**src/rtl/clint_pkg.sv**
```systemverilog
// Shared constants, address-map selector type and address decoder for the
// core-local interruptor (clint_mh).
package clint_pkg;

  localparam int XLEN = 32;

  localparam logic [31:0] CLINT_MSIP_OFS     = 32'h0000_0000;
  localparam logic [31:0] CLINT_MTIMECMP_OFS = 32'h0000_4000;
  localparam logic [31:0] CLINT_MTIME_OFS    = 32'h0000_BFF8;

  localparam logic [31:0] CLINT_MSIP_STRIDE  = 32'd4;
  localparam logic [31:0] CLINT_CMP_STRIDE   = 32'd8;

  typedef enum logic [2:0] {
    SEL_NONE,
    SEL_MSIP,
    SEL_CMP_LO,
    SEL_CMP_HI,
    SEL_MTIME_LO,
    SEL_MTIME_HI
  } clint_sel_t;

  typedef struct packed {
    clint_sel_t  sel;
    logic [3:0]  hart;
  } clint_dec_t;

  // Offsets past the mtime words (including everything beyond the window) decode to SEL_NONE.
  function automatic clint_dec_t clint_decode(input logic [31:0] ofs, input logic [31:0] n_harts);
    clint_dec_t  d;
    logic [31:0] idx;
    d.sel  = SEL_NONE;
    d.hart = 4'd0;
    idx    = 32'd0;
    if (ofs[1:0] != 2'b00) begin
      d.sel = SEL_NONE;
    end else if (ofs < CLINT_MTIMECMP_OFS) begin
      idx = (ofs - CLINT_MSIP_OFS) >> 2;
      if (idx < n_harts) begin
        d.sel  = SEL_MSIP;
        d.hart = idx[3:0];
      end else begin
        d.sel = SEL_NONE;
      end
    end else if (ofs < CLINT_MTIME_OFS) begin
      idx = (ofs - CLINT_MTIMECMP_OFS) >> 3;
      if (idx < n_harts) begin
        d.sel  = ofs[2] ? SEL_CMP_HI : SEL_CMP_LO;
        d.hart = idx[3:0];
      end else begin
        d.sel = SEL_NONE;
      end
    end else if (ofs == CLINT_MTIME_OFS) begin
      d.sel = SEL_MTIME_LO;
    end else if (ofs == CLINT_MTIME_OFS + 32'd4) begin
      d.sel = SEL_MTIME_HI;
    end else begin
      d.sel = SEL_NONE;
    end
    return d;
  endfunction

endpackage

```
**src/rtl/clint_tick_gen.sv**
```systemverilog
// mtime prescaler: asserts o_tick once every TICK_DIV cycles; i_clr restarts the count.
module clint_tick_gen #(
  parameter int TICK_DIV = 1
) (
  input  logic i_clk,
  input  logic i_rst,
  input  logic i_clr,
  output logic o_tick
);

  localparam int            CW   = (TICK_DIV > 1) ? $clog2(TICK_DIV) : 1;
  localparam logic [CW-1:0] LAST = CW'(TICK_DIV - 1);

  logic [CW-1:0] cnt_r;

  // Count 0..TICK_DIV-1 and wrap
  always_ff @(posedge i_clk) begin
    if (!i_rst) begin
      cnt_r <= '0;
    end else if (i_clr || (cnt_r == LAST)) begin
      cnt_r <= '0;
    end else begin
      cnt_r <= cnt_r + CW'(1);
    end
  end

  assign o_tick = (cnt_r == LAST);

endmodule

```
**src/rtl/clint_mh.sv**
```systemverilog
// Multi-hart CLINT: shared 64-bit mtime, per-hart mtimecmp and msip, registered bus reads.
// Optional macro CLINT_MTIME_LATCH_EN: reading mtime lo latches mtime hi for the next hi read.
module clint_mh
  import clint_pkg::*;
#(
  parameter logic [31:0] BASE_ADDR = 32'h0200_0000,
  parameter int          N_HARTS   = 1,
  parameter int          TICK_DIV  = 1
) (
  input  logic               i_clk,
  input  logic               i_rst,
  input  logic               i_wen,
  input  logic               i_ren,
  input  logic [XLEN-1:0]    i_addr,
  input  logic [XLEN-1:0]    i_wrdata,
  output logic [XLEN-1:0]    o_rddata,
  output logic               o_rvalid,
  output logic [N_HARTS-1:0] o_msip,
  output logic [N_HARTS-1:0] o_mtip
);

  logic [31:0] ofs_s;
  clint_dec_t  dec_s;
  logic        mtime_wr_s;
  logic        tick_s;
  logic [63:0] mtime_r;
  logic [31:0] rd_hart_s [N_HARTS];
  logic [31:0] hart_rd_s;
  logic [31:0] hi_rd_s;
  logic [31:0] rd_s;

  assign ofs_s      = i_addr - BASE_ADDR;
  assign dec_s      = clint_decode(ofs_s, 32'(N_HARTS));
  assign mtime_wr_s = i_wen && ((dec_s.sel == SEL_MTIME_LO) || (dec_s.sel == SEL_MTIME_HI));

  clint_tick_gen #(.TICK_DIV(TICK_DIV)) u_tick_gen (
    .i_clk  (i_clk),
    .i_rst  (i_rst),
    .i_clr  (mtime_wr_s),
    .o_tick (tick_s)
  );

  // mtime: a write replaces one half and swallows any coincident tick
  always_ff @(posedge i_clk) begin
    if (!i_rst) begin
      mtime_r <= 64'd0;
    end else if (i_wen && (dec_s.sel == SEL_MTIME_LO)) begin
      mtime_r[31:0] <= i_wrdata;
    end else if (i_wen && (dec_s.sel == SEL_MTIME_HI)) begin
      mtime_r[63:32] <= i_wrdata;
    end else if (tick_s) begin
      mtime_r <= mtime_r + 64'd1;
    end
  end

  for (genvar h = 0; h < N_HARTS; h++) begin : g_hart
    logic [63:0] cmp_r;
    logic        msip_r;
    logic        mtip_r;
    logic        sel_s;

    assign sel_s = (dec_s.hart == 4'(h));

    // Per-hart mtimecmp/msip storage and timer compare
    always_ff @(posedge i_clk) begin
      if (!i_rst) begin
        cmp_r  <= 64'hFFFF_FFFF_FFFF_FFFF;
        msip_r <= 1'b0;
        mtip_r <= 1'b0;
      end else begin
        mtip_r <= (mtime_r >= cmp_r);
        if (i_wen && sel_s) begin
          case (dec_s.sel)
            SEL_MSIP:   msip_r        <= i_wrdata[0];
            SEL_CMP_LO: cmp_r[31:0]   <= i_wrdata;
            SEL_CMP_HI: cmp_r[63:32]  <= i_wrdata;
            default:    msip_r        <= msip_r;
          endcase
        end
      end
    end

    assign rd_hart_s[h] = !sel_s                     ? 32'd0 :
                          (dec_s.sel == SEL_MSIP)    ? {31'd0, msip_r} :
                          (dec_s.sel == SEL_CMP_LO)  ? cmp_r[31:0] :
                          (dec_s.sel == SEL_CMP_HI)  ? cmp_r[63:32] : 32'd0;
    assign o_msip[h] = msip_r;
    assign o_mtip[h] = mtip_r;
  end

`ifdef CLINT_MTIME_LATCH_EN
  logic [31:0] shadow_r;
  logic        shadow_vld_r;

  // Snapshot of mtime hi taken on a lo read; any mtime write makes it stale
  always_ff @(posedge i_clk) begin
    if (!i_rst) begin
      shadow_r     <= 32'd0;
      shadow_vld_r <= 1'b0;
    end else if (mtime_wr_s) begin
      shadow_vld_r <= 1'b0;
    end else if (i_ren && (dec_s.sel == SEL_MTIME_LO)) begin
      shadow_r     <= mtime_r[63:32];
      shadow_vld_r <= 1'b1;
    end else if (i_ren && (dec_s.sel == SEL_MTIME_HI)) begin
      shadow_vld_r <= 1'b0;
    end
  end

  assign hi_rd_s = shadow_vld_r ? shadow_r : mtime_r[63:32];
`else
  assign hi_rd_s = mtime_r[63:32];
`endif

  // Read-data mux over pre-write register values
  always_comb begin
    hart_rd_s = 32'd0;
    for (int h = 0; h < N_HARTS; h++) begin
      hart_rd_s = hart_rd_s | rd_hart_s[h];
    end
    case (dec_s.sel)
      SEL_MTIME_LO: rd_s = mtime_r[31:0];
      SEL_MTIME_HI: rd_s = hi_rd_s;
      default:      rd_s = hart_rd_s;
    endcase
  end

  // Registered read response; data holds between reads
  always_ff @(posedge i_clk) begin
    if (!i_rst) begin
      o_rddata <= 32'd0;
      o_rvalid <= 1'b0;
    end else begin
      o_rvalid <= i_ren;
      if (i_ren) begin
        o_rddata <= rd_s;
      end
    end
  end

endmodule
```
**config.mk**
```make
export PLATFORM = sky130hd
export DESIGN_NAME = clint_mh
export DESIGN_NICKNAME = d
export VERILOG_FILES = /design/src/rtl/clint_pkg.sv /design/src/rtl/clint_tick_gen.sv /design/src/rtl/clint_mh.sv
export SDC_FILE = /design/constraint.sdc
export NUM_CORES = 1
export LEC_CHECK = 0
export CAP_MARGIN = 20
export CORE_ASPECT_RATIO = 1.5
export CORE_MARGIN = 5
export CORE_UTILIZATION = 45
export DETAILED_ROUTE_END_ITERATION = 6
export PLACE_DENSITY = 0.65
export SLEW_MARGIN = 15
export SYNTH_ARGS = -nofsm -noshare
export SYNTH_HDL_FRONTEND = slang
export SYNTH_SLANG_ARGS = --single-unit
```
**constraint.sdc**
```tcl
create_clock -name i_clk -period 4.6 [get_ports i_clk]
set_input_delay 0.92 -clock i_clk [delete_from_list [all_inputs] [get_ports i_clk]]
set_output_delay 0.92 -clock i_clk [all_outputs]
set_load 0.02 [all_outputs]
```
==> summary.md <==
| Metric | Value |
|---|---|
| Outcome | finished, final reports clean |
| Setup TNS | 0 ns |
| Top Layer Used | met4 |
| Largest net degree at the start of global routing | 65 |
| Cts hold-fix bufs | 0 |
| Drt total wl | 34600 um |
| Critical path launch point type | input port |
| Max clock buf depth | 2 |
| Seq. cell area | 3280 um^2 |
| Syn Inst Count | 1335 |
| Area Overhead vs Synth | 19.1% |
| Routed WL per cell | 20.1 um |
| Vias | 10300 |
| Comb power frac | 8.5% |
| Mean post-synth cell area | 7.75 um^2 |
| Reg power frac | 45.3% |
| Crit path arrival time | 4.34 ns |
| Final Setup Violations | 0 |
| Post-Place Cells | 1686 |
| Mux cell area share after synthesis | 6.81% |
| Max Fclk | 251 MHz |
| Multi-input logic area | 6480 um^2 |
| Placer Congestion | 0.971 |
| Switching share of power | 25.7% |
| Die width | 134 um |
| CP max stage delay | 0.58 ns |
| Port-buffer cells | 102 |
| Seq cells post-synth | 164 |
| TritonCTS clock tree | done |
| Most common cell after layout, fill and taps aside | nor2_1 |
| Count of non-filler cells in the finished layout | 1718 |
| DRT antenna net count | 0 |
| Vias per Instance | 6.01 |
| Switch Pwr | 0.000821 W |
| CTS sink cnt | 164 |
| Seq/Total Area, Yosys | 31.7% |
| Metal3 WL | 1700 um |
| Syn nets | 1469 |
| Post-Syn Area | 10300 um^2 |
| Power Dens Cells | 259 nW/um^2 |
| First-pass GRT wire length | 55000 um |
| Final period util | 86.5% |
| Crit-path leading delay family | compound AO/OA/AOI/OAI gates |
| Most frequent cells in the layout | nor2_1 (193), dfxtp_1 (164), o21ai_0 (149), a21oi_1 (109), clkdlybuf4s50_1 (100) |
| Slew HR | 25.7% |
| CORE AREA | 22900 um^2 |
| Worst-Skew Late Latency | 0.45 ns |
| Yosys Warn Count | 0 |
| Hold Worst Slack | 0.479 ns |
| Setup bufs post-CTS | 0 |
| Cts repair resizes | 0 |
| MaxCap Viol Count | 0 |
| DRC | 0 |
| Length of routed met2 wiring | 17600 um |
| CP max stage cell | clkdlybuf4s50_1 |
| Area leader, netlist | dfxtp_1 |
| DRT iter0 DRCs | 817 |
| Met1 Routed Length | 14000 um |
| H-tree depth | 4 |
| Row cnt | 68 |
| Vias in the first global route | 10100 |
| Die area | 26200 um^2 |
| Clock group share of total power | 46.3% |
| FILL cells | 2172 |
| Initial Utilization | 45.2% |
| Synth Area in Adders | 7.98% |
| Root Buffer Master | clkbuf_16 |
| Cell count along the critical path | 11 |
| HP Class | reg2reg |
| Synth Area in XOR/XNOR | 2.37% |
| Worst-path fanout max | 14 |
| Critical-path cell list | clkdlybuf4s50_1 -> inv_1 -> ha_1 -> o21bai_1 -> a211oi_1 -> nor2_2 -> o41a_4 -> o21ai_4 -> a21boi_4 -> nand2_1 -> o22ai_1 |
| Die height | 196 um |
| Setup Skew | 0.0124 ns |
| Top-area cell type share of the netlist area | 31.7% |
| NumNets Final | 1559 |
| Post-layout util | 53.8% |
| CTS clk-pin slew, worst paths | 0.07 ns |
| Top cells by area, synth | dfxtp_1 (32%), ha_1 (8.0%), o21ai_0 (7.2%) |
| CP endpoint kind | flip-flop |
| Worst Path Buf+Inv | 2 |
| GRT Residual Overflow | 0 |
| Post-synth EDFFs | 0 |
| Final hold violation count | 0 |
| Antenna violations before repair | 0 |
| Post-synth cell types | 79 |
| CP required | 4.96 ns |
| Post-synthesis compound-gate area fraction | 23.1% |
| Max-slew violations | 0 |
| Num CTS Buffers | 17 |
| Io pins | 103 |
| Total GRT Usage | 26.3% |
| DP Wirelength | 25200 um |
| Crit path time final | 3.98 ns |
| Share of cells above drive strength 1 | 8.83% |
| RSZ-0062 raised after global routing | false |
| Hold Path Cell Cnt | 1 |
| Critical path class | in2reg |
| LEAKAGE | 5.46 nW |
| Main combinational cell family by area after synthesis | compound AO/OA/AOI/OAI gates |
| Top FF cell, synth | dfxtp_1 |
| Max VDD drop | 240 uV |
| Post-Synth Simple-Gate Area | 21.9% |
| Antenna diodes | 0 |
| Async set or reset register ratio after synthesis | 0% |
| R2R cell count | 10 |
| Internal | 0.00237 W |
| Worst Tran Pin Value | 1.11 ns |
| Drt pass-1 iters | 5 |
[synth_stat cells, types with 3 or more instances]
| cell | count |
|---|---|
| dfxtp_1 | 164 |
| and4_1 | 4 |
| and2_1 | 5 |
| nor2_2 | 3 |
| a21oi_1 | 109 |
| nand3b_1 | 4 |
| o21a_1 | 15 |
| nor3b_1 | 3 |
| nand2_2 | 3 |
| nand2_1 | 81 |
| buf_2 | 14 |
| o22ai_1 | 14 |
| xnor2_1 | 23 |
| a211oi_1 | 3 |
| o21ai_0 | 149 |
| nand4_1 | 37 |
| a21o_1 | 12 |
| mux2_2 | 19 |
| ha_1 | 66 |
| o221ai_1 | 16 |
| mux2i_1 | 49 |
| xor2_1 | 5 |
| inv_1 | 87 |
| nor2b_1 | 4 |
| or3_1 | 11 |
| nand3_1 | 32 |
| nor2_1 | 193 |
| a31oi_1 | 5 |
| o211ai_1 | 4 |
| nor3_1 | 39 |
| and3_1 | 5 |
| nor4_2 | 3 |
| clkbuf_1 | 47 |
| or3b_2 | 3 |
| o211a_1 | 13 |
| nor4_1 | 15 |
| a21boi_0 | 8 |
| or2_2 | 6 |
| a2111oi_0 | 3 |
| o21ai_1 | 8 |
[cells by family after synthesis]
kind of cell,after synthesis
buf+inv,154
other cells,1
flops,164
xor+xnor,28
simple gates,468
compound gates,386
mux,68
fa+ha+maj,66
[through the flow]
stage / setup WS (ns) / total power, W / cell area (um^2)
CTS: 0.682 / 0.00321 / 12300
global placement: 0.330 / 0.00174 / 11700
global route: 0.465 / 0.00328 / 12300
floorplan: 1.11 / 0.00160 / 10300
finish: 0.622 / 0.00319 / 12300
detailed placement: 0.246 / 0.00175 / 11700
[power by group through the flow]
| stage | clock network [W] | registers (W) | logic, W |
|---|---|---|---|
| final | 0.00148 | 0.00145 | 0.000270 |
| after global routing | 0.00154 | 0.00145 | 0.000290 |
| after CTS | 0.00149 | 0.00145 | 0.000270 |
| after detailed placement | 0 | 0.00148 | 0.000268 |
| after global placement | 0 | 0.00148 | 0.000267 |
| after floorplan | 0 | 0.00149 | 0.000105 |
[final timing paths]
check | start | end | slack, ns
setup reg to reg | g_hart[0].cmp_r[30] | o_mtip | 1.52
hold reg to reg | o_rddata[28] | o_rddata[28] | 0.48
hold / removal | o_rddata[28] | o_rddata[28] | 0.48
setup / recovery | i_addr[26] | mtime_r[11] | 0.62
[layer usage]
metal / global-route usage, % / vias to the layer above
met5: 0 / -
met4: 10.6 / 0
met3: 3.69 / 90
met2: 47.0 / 351
met1: 31.4 / 4915
li1: - / 4965
[layout make-up]
cell class	count	share of cell area, %
Inverter	87	2.65
Clock buffer	18	3.56
Clock inverter	14	1.24
Tap cell	280	2.84
Sequential cell	164	26.6
Timing Repair Buffer	138	10.5
Multi-Input combinational cell	1017	52.5
[flip-flops by register name, summed over array words and instances, names as in the netlist]
name / count
g_hart.cmp_r: 64
mtime_r: 64
o_msip: 1
o_mtip: 1
o_rddata: 32
o_rvalid: 1
u_tick_gen.cnt_r: 1
No activity file was read; power rests on OpenSTA's default activity.
